## src/rtl/output_path_pkg.sv

```systemverilog
// Shared types for the output path: writer FSM state and default skid-FIFO geometry.
package output_path_pkg;

    typedef enum logic {
        IDLE = 1'b0,
        RUN  = 1'b1
    } osw_state_t;

    localparam int FIFO_DEPTH_DEFAULT = 4;
    localparam int FIFO_PTR_W         = $clog2(FIFO_DEPTH_DEFAULT);

endpackage

```

## src/rtl/osw_sync_fifo.sv

```systemverilog
// Registered skid FIFO for the SPAD writer; head is readable combinationally, flush empties it in one cycle.
// Caller must not push when full (unless popping) nor pop when empty.
module osw_sync_fifo
    import output_path_pkg::*;
#(
    parameter int WIDTH = 16,
    parameter int DEPTH = FIFO_DEPTH_DEFAULT,
    parameter int PTR_W = FIFO_PTR_W
) (
    input  logic             i_clk,
    input  logic             i_nrst,
    input  logic             i_flush,
    input  logic             i_push,
    input  logic             i_pop,
    input  logic [WIDTH-1:0] i_data,
    output logic [WIDTH-1:0] o_data,
    output logic             o_full,
    output logic             o_empty
);

    localparam logic [PTR_W:0] PTR_ONE = (PTR_W + 1)'(1);

    logic [WIDTH-1:0] r_mem [DEPTH];
    logic [PTR_W:0]   r_wr_ptr;
    logic [PTR_W:0]   r_rd_ptr;

    // Extra MSB on each pointer distinguishes full from empty.
    always_ff @(posedge i_clk) begin
        if (!i_nrst || i_flush) begin
            r_wr_ptr <= '0;
            r_rd_ptr <= '0;
        end else begin
            if (i_push) r_wr_ptr <= r_wr_ptr + PTR_ONE;
            if (i_pop)  r_rd_ptr <= r_rd_ptr + PTR_ONE;
        end
    end

    always_ff @(posedge i_clk) begin
        if (i_nrst && !i_flush && i_push) r_mem[r_wr_ptr[PTR_W-1:0]] <= i_data;
    end

    assign o_data  = r_mem[r_rd_ptr[PTR_W-1:0]];
    assign o_empty = (r_wr_ptr == r_rd_ptr);
    assign o_full  = (r_wr_ptr[PTR_W] != r_rd_ptr[PTR_W]) &&
                     (r_wr_ptr[PTR_W-1:0] == r_rd_ptr[PTR_W-1:0]);

endmodule

```

## src/rtl/output_spad_writer.sv

```systemverilog
// Writes router words into the output SPAD at consecutive addresses from a programmed base, signals done after N commits.
// Optional address bound check: define OUTPUT_SPAD_WRITER_BOUND_CHECK_EN.
module output_spad_writer
    import output_path_pkg::*;
#(
    parameter int SPAD_ADDR_WIDTH = 8,
    parameter int SPAD_DATA_WIDTH = 16,
    parameter int CNT_WIDTH       = 8,
    parameter int FIFO_DEPTH      = FIFO_DEPTH_DEFAULT
) (
    input  logic                       i_clk,
    input  logic                       i_nrst,
    input  logic                       i_start,
    input  logic [SPAD_ADDR_WIDTH-1:0] i_base_addr,
    input  logic [CNT_WIDTH-1:0]       i_word_cnt,
    input  logic [SPAD_DATA_WIDTH-1:0] i_data,
    input  logic                       i_valid,
    input  logic                       i_spad_wr_ready,
`ifdef OUTPUT_SPAD_WRITER_BOUND_CHECK_EN
    input  logic [SPAD_ADDR_WIDTH-1:0] i_addr_limit,
    output logic                       o_bound_err,
`endif
    output logic                       o_spad_wr_en,
    output logic [SPAD_ADDR_WIDTH-1:0] o_spad_addr,
    output logic [SPAD_DATA_WIDTH-1:0] o_spad_data,
    output logic                       o_busy,
    output logic                       o_done,
    output logic                       o_overflow
);

    osw_state_t                 r_state;
    logic [SPAD_ADDR_WIDTH-1:0] r_addr;
    logic [CNT_WIDTH-1:0]       r_remaining;
    logic                       r_done;
    logic                       r_overflow;
`ifdef OUTPUT_SPAD_WRITER_BOUND_CHECK_EN
    logic [SPAD_ADDR_WIDTH-1:0] r_limit;
    logic                       r_bound_err;
`endif

    logic                       w_start_ok;
    logic                       w_push;
    logic                       w_pop;
    logic                       w_last_pop;
    logic                       w_drop;
    logic                       w_flush;
    logic                       w_addr_ok;
    logic                       w_fifo_full;
    logic                       w_fifo_empty;
    logic [SPAD_DATA_WIDTH-1:0] w_head;

    assign w_start_ok = (r_state == IDLE) && i_start && (i_word_cnt != '0);
    // Gating with i_nrst keeps the strobe low in the reset cycle itself.
    assign w_pop      = i_nrst && (r_state == RUN) && !w_fifo_empty && i_spad_wr_ready;
    assign w_last_pop = w_pop && (r_remaining == CNT_WIDTH'(1));
    assign w_push     = (r_state == RUN) && i_valid && (!w_fifo_full || w_pop);
    assign w_drop     = (r_state == RUN) && i_valid && w_fifo_full && !w_pop;
    assign w_flush    = w_start_ok || w_last_pop;

`ifdef OUTPUT_SPAD_WRITER_BOUND_CHECK_EN
    assign w_addr_ok   = (r_addr <= r_limit);
    assign o_bound_err = r_bound_err;
`else
    assign w_addr_ok   = 1'b1;
`endif

    osw_sync_fifo #(
        .WIDTH (SPAD_DATA_WIDTH),
        .DEPTH (FIFO_DEPTH),
        .PTR_W ($clog2(FIFO_DEPTH))
    ) u_fifo (
        .i_clk   (i_clk),
        .i_nrst  (i_nrst),
        .i_flush (w_flush),
        .i_push  (w_push),
        .i_pop   (w_pop),
        .i_data  (i_data),
        .o_data  (w_head),
        .o_full  (w_fifo_full),
        .o_empty (w_fifo_empty)
    );

    always_ff @(posedge i_clk) begin
        if (!i_nrst) begin
            r_state     <= IDLE;
            r_addr      <= '0;
            r_remaining <= '0;
            r_done      <= 1'b0;
            r_overflow  <= 1'b0;
`ifdef OUTPUT_SPAD_WRITER_BOUND_CHECK_EN
            r_limit     <= '0;
            r_bound_err <= 1'b0;
`endif
        end else begin
            r_done <= 1'b0;
            case (r_state)
                IDLE: begin
                    if (i_start) begin
                        if (i_word_cnt == '0) begin
                            r_done <= 1'b1;
                        end else begin
                            r_state     <= RUN;
                            r_addr      <= i_base_addr;
                            r_remaining <= i_word_cnt;
                            r_overflow  <= 1'b0;
`ifdef OUTPUT_SPAD_WRITER_BOUND_CHECK_EN
                            r_limit     <= i_addr_limit;
                            r_bound_err <= 1'b0;
`endif
                        end
                    end
                end
                RUN: begin
                    if (w_drop) r_overflow <= 1'b1;
                    if (w_pop) begin
                        r_addr      <= r_addr + SPAD_ADDR_WIDTH'(1);
                        r_remaining <= r_remaining - CNT_WIDTH'(1);
`ifdef OUTPUT_SPAD_WRITER_BOUND_CHECK_EN
                        if (!w_addr_ok) r_bound_err <= 1'b1;
`endif
                        if (w_last_pop) begin
                            r_state <= IDLE;
                            r_done  <= 1'b1;
                        end
                    end
                end
                default: r_state <= IDLE;
            endcase
        end
    end

    assign o_spad_wr_en = w_pop && w_addr_ok;
    assign o_spad_addr  = o_spad_wr_en ? r_addr : '0;
    assign o_spad_data  = o_spad_wr_en ? w_head : '0;
    assign o_busy       = (r_state == RUN);
    assign o_done       = r_done;
    assign o_overflow   = r_overflow;

endmodule

```

## config.mk

```make
export PLATFORM = sky130hd
export DESIGN_NAME = output_spad_writer
export DESIGN_NICKNAME = d
export VERILOG_FILES = /design/src/rtl/output_path_pkg.sv /design/src/rtl/osw_sync_fifo.sv /design/src/rtl/output_spad_writer.sv
export SDC_FILE = /design/constraint.sdc
export NUM_CORES = 1
export LEC_CHECK = 0
export ABC_AREA = 1
export ABC_CLOCK_PERIOD_IN_PS = 2800
export BUFFER_PORTS_ARGS = -buffer_cell sky130_fd_sc_hd__buf_2
export CORE_UTILIZATION = 48
export DETAILED_ROUTE_END_ITERATION = 8
export PLACE_DENSITY = 0.69
export SYNTH_ARGS = -nofsm -noshare
export SYNTH_HDL_FRONTEND = slang
export SYNTH_SLANG_ARGS = --single-unit
```

## constraint.sdc

```tcl
create_clock -name i_clk -period 2.8 [get_ports i_clk]
set_input_delay 0.14 -clock i_clk [delete_from_list [all_inputs] [get_ports i_clk]]
set_output_delay 0.14 -clock i_clk [all_outputs]
set_load 0.03 [all_outputs]
```

==> flow_metrics.env <==
export IMPL_drt_wl_total_um=9251
export IMPL_p_switching_uw=684.0
export IMPL_area_growth_pct=15.65
export IMPL_min_path_cells=1
export IMPL_ys_seq_elements=91
export IMPL_finalSetupViolCount=0
export IMPL_rrSetupSlack_ns=0.63
export IMPL_cts_tree="built"
export IMPL_seqPwrFrac_pct=54.0
export IMPL_place_gp_congestion=0.8803
export IMPL_portBuffers=64
export IMPL_die_h_um=96.92
export IMPL_final_cell_mix="nor2_1, nand2_1, buf_2, edfxtp_1, o21ai_0"
export IMPL_grt_pass1_vias=3236
export IMPL_max_slew_margin_rel_pct=61.57
export IMPL_whs_endpoint="u_fifo.r_mem[0][5]"
export IMPL_antenna_left=0
export IMPL_timing_critical_path_mode_cell="nand2_1"
export IMPL_cp_cell_sequence="inv_2, nand2_1, nand2_1, nand3_2, nand2_4, inv_2, nand2_2, nand2_1, nor2_1, buf_4"
export IMPL_yosys_warnings=0
export IMPL_cpLargestDelayFamily="simple AND/OR/NAND/NOR gates"
export IMPL_start_util_pct=49.58
export IMPL_run_status="complete, no violations"
export IMPL_timing_fmax_mhz=461.1
export IMPL_internal_power_uw=2084
export IMPL_synth_top_cell_by_area="edfxtp_1"
export IMPL_cp_slowest_cell="dfxtp_1"
export IMPL_rows=34
export IMPL_fp_coreArea_um2=8721
export IMPL_synth_distinct_cells=31
export IMPL_endpoint_kind="register"
export IMPL_cap_violations=0
export IMPL_synthFlopType="edfxtp_1"
export IMPL_worst_pin_slew_ns=0.5758
export IMPL_fin_nets=601
export IMPL_fin_skew_ns=0.01492
export IMPL_drtIter0Drc=195
export IMPL_critPathBufInv=3
export IMPL_path_max_fanout=28
export IMPL_drc=0
export IMPL_max_stage_delay_ns=0.37
export IMPL_io_pins=65
export IMPL_setup_tns_final_ns=0
export IMPL_cp_required_ns=2.84
export IMPL_ys_seq_area_share_pct=56.94
export IMPL_r2r_cells=10
export IMPL_drv_slew=0
export IMPL_swShare_pct=24.71
export IMPL_antenna_found_initial=0
export IMPL_arrival_ns=2.21
export IMPL_leakage_uw=0.002090
export IMPL_hp_class="in2reg"
export IMPL_grt_pass1_wl_um=15210
export IMPL_netlist_instances=488
export IMPL_synthesis_nets=533
export IMPL_routed_via_density=5.164
export IMPL_holdCritStartpoint="i_data[5]"
export IMPL_routed_via_count=3455
export IMPL_finalPower_uw=2768
export IMPL_cp_start_kind="register"
export IMPL_cts_made_buffers=9
export IMPL_synth_edff_count=64
export IMPL_crit_type="reg2reg"
export IMPL_die_x_um=96.92
export IMPL_clockBufferDepth=2
export IMPL_hold_viol=0
export IMPL_dr_pass1_iters=4
export IMPL_clock_sinks=91
export IMPL_r2r_start="u_fifo.r_wr_ptr[0]"
export IMPL_grt_setup_unrepaired="no"
export IMPL_grt_max_degree=33
export IMPL_clock_latency_ns=0.36
export IMPL_track_usage_pct=20.21
export IMPL_comb_power_share_pct=10.0
export IMPL_p_per_area_nw_per_um2=553.5
export IMPL_diodes=0
export IMPL_min_period_ns=2.169
export IMPL_cts_root_buf="clkbuf_8"
export IMPL_synth_area_leaders="edfxtp_1, dfxtp_1, nor2_1"
export IMPL_wire_per_inst_um=13.83
export IMPL_r2r_end="u_fifo.r_mem[3][6]"
export IMPL_syn_area_per_cell_um2=8.861
export IMPL_drive_above_1_share_pct=19.96
export IMPL_post_cts_resized=0
export IMPL_ir_drop_uv=341.2
export IMPL_die_area_um2=9393
export IMPL_synth_top_area_share_pct=44.44
export IMPL_final_common_cell="nor2_1"
export IMPL_path_clk_slew_ns=0.09
export IMPL_gr_total_overflow=0
export IMPL_period_share_pct=77.46
export IMPL_p_clk_share_pct=36.0
export IMPL_syn_area_um2=4324
export IMPL_place_hpwl_um=6279
export IMPL_synth_async_reset_ratio_pct=0
export IMPL_h_tree_depth=3
export IMPL_fillers=793
==> worst max-delay path by stage <==
stage                        from                  end  slack [ns]  cells past startpoint
6_report       u_fifo.r_wr_ptr[0]   u_fifo.r_mem[3][6]        0.63                     10
5_1_grt        u_fifo.r_wr_ptr[1]  u_fifo.r_mem[3][12]        0.45                     10
4_1_cts        u_fifo.r_wr_ptr[0]   u_fifo.r_mem[3][4]        0.62                     10
3_5_place_dp   u_fifo.r_wr_ptr[0]   u_fifo.r_mem[3][8]        0.63                     10
3_3_place_gp               o_busy   u_fifo.r_mem[3][8]        0.71                      8
2_1_floorplan              o_busy   u_fifo.r_mem[0][0]        0.38                      7
==> cell type report <==
| class | count | area (um^2) | area share, % |
|---|---|---|---|
| clock buffers | 9 | 123.9 | 2.477 |
| multi-input cells | 336 | 1584 | 31.67 |
| repair buffers | 78 | 440.4 | 8.807 |
| well taps | 108 | 135.1 | 2.702 |
| inverters | 40 | 150.1 | 3.002 |
| clock inverters | 7 | 105.1 | 2.102 |
| flip-flops and latches | 91 | 2462 | 49.24 |
==> power groups by stage <==
stage / clock network [uW] / logic, uW / registers, uW
after detailed placement: 0 / 270 / 1520
after global placement: 0 / 264 / 1520
after floorplan: 0 / 201 / 1520
after CTS: 1020 / 276 / 1490
after global routing: 1070 / 313 / 1500
final: 998 / 276 / 1490
==> cells in the mapped netlist (2+ instances only) <==
library cell,n
nor2_1,109
a21oi_2,6
nand2_2,8
inv_1,36
o21ai_1,2
clkbuf_1,9
nand4_1,2
o21ai_0,39
dfxtp_1,27
nand2_4,2
edfxtp_1,64
ha_1,8
buf_2,5
nand3_1,30
nand2_1,89
inv_2,4
buf_6,2
a21oi_1,31
buf_4,3
==> sequential cells by signal, summed over array words and instances, names as in the netlist, named ones only <==
name and count:
u_fifo.r_mem 64, u_fifo.r_wr_ptr 3, u_fifo.r_rd_ptr 3, r_remaining 8
o_done 1, r_addr 8, o_overflow 1, o_busy 1
==> through the flow <==
stage	cells	area, um^2	util (%)	worst slack [ns]	hold WS, ns
after global placement	647	4712	54.03	0.7116	0.3607
after detailed placement	647	4712	54.03	0.6287	0.3679
after global routing	669	5001	57.35	0.4459	0.0001103
final	669	5001	57.35	0.6311	0.009703
after floorplan	488	4324	-	0.3831	0.2389
after CTS	668	4991	57.23	0.6221	0.0001183
==> routing by layer <==
metal,wire length [um],up-vias,part of all wire [%],GRT usage [%]
li1,-,1744,-,-
met1,4088,1601,44,26.06
met2,4624,100,50,33.86
met3,411,10,4.4,3.396
met4,126,0,1.4,8.152
met5,0,-,0,0
==> repair_timing <==
action | in CTS | in global routing
buffers inserted | 0 | 0
endpoints found under the hold margin | 19 | 3
hold buffers | 5 | 1
==> cell families after synthesis <==
family	synth area share (%)
AO/OA/AOI/OAI	10.24
XOR/XNOR	0.2026
adder cells (fa/ha/maj)	2.315
buffers and inverters	6.423
flip-flops	56.94
AND/OR/NAND/NOR	23.87
==> worst reg2reg max path: cells and delay by family (launching register included) <==
family / cells / cell delay, ns
DFF: 1 / 0.37
buffers and inverters: 3 / 0.49
and+or+nand+nor: 7 / 0.99
Power figures use the tool's default switching activity.
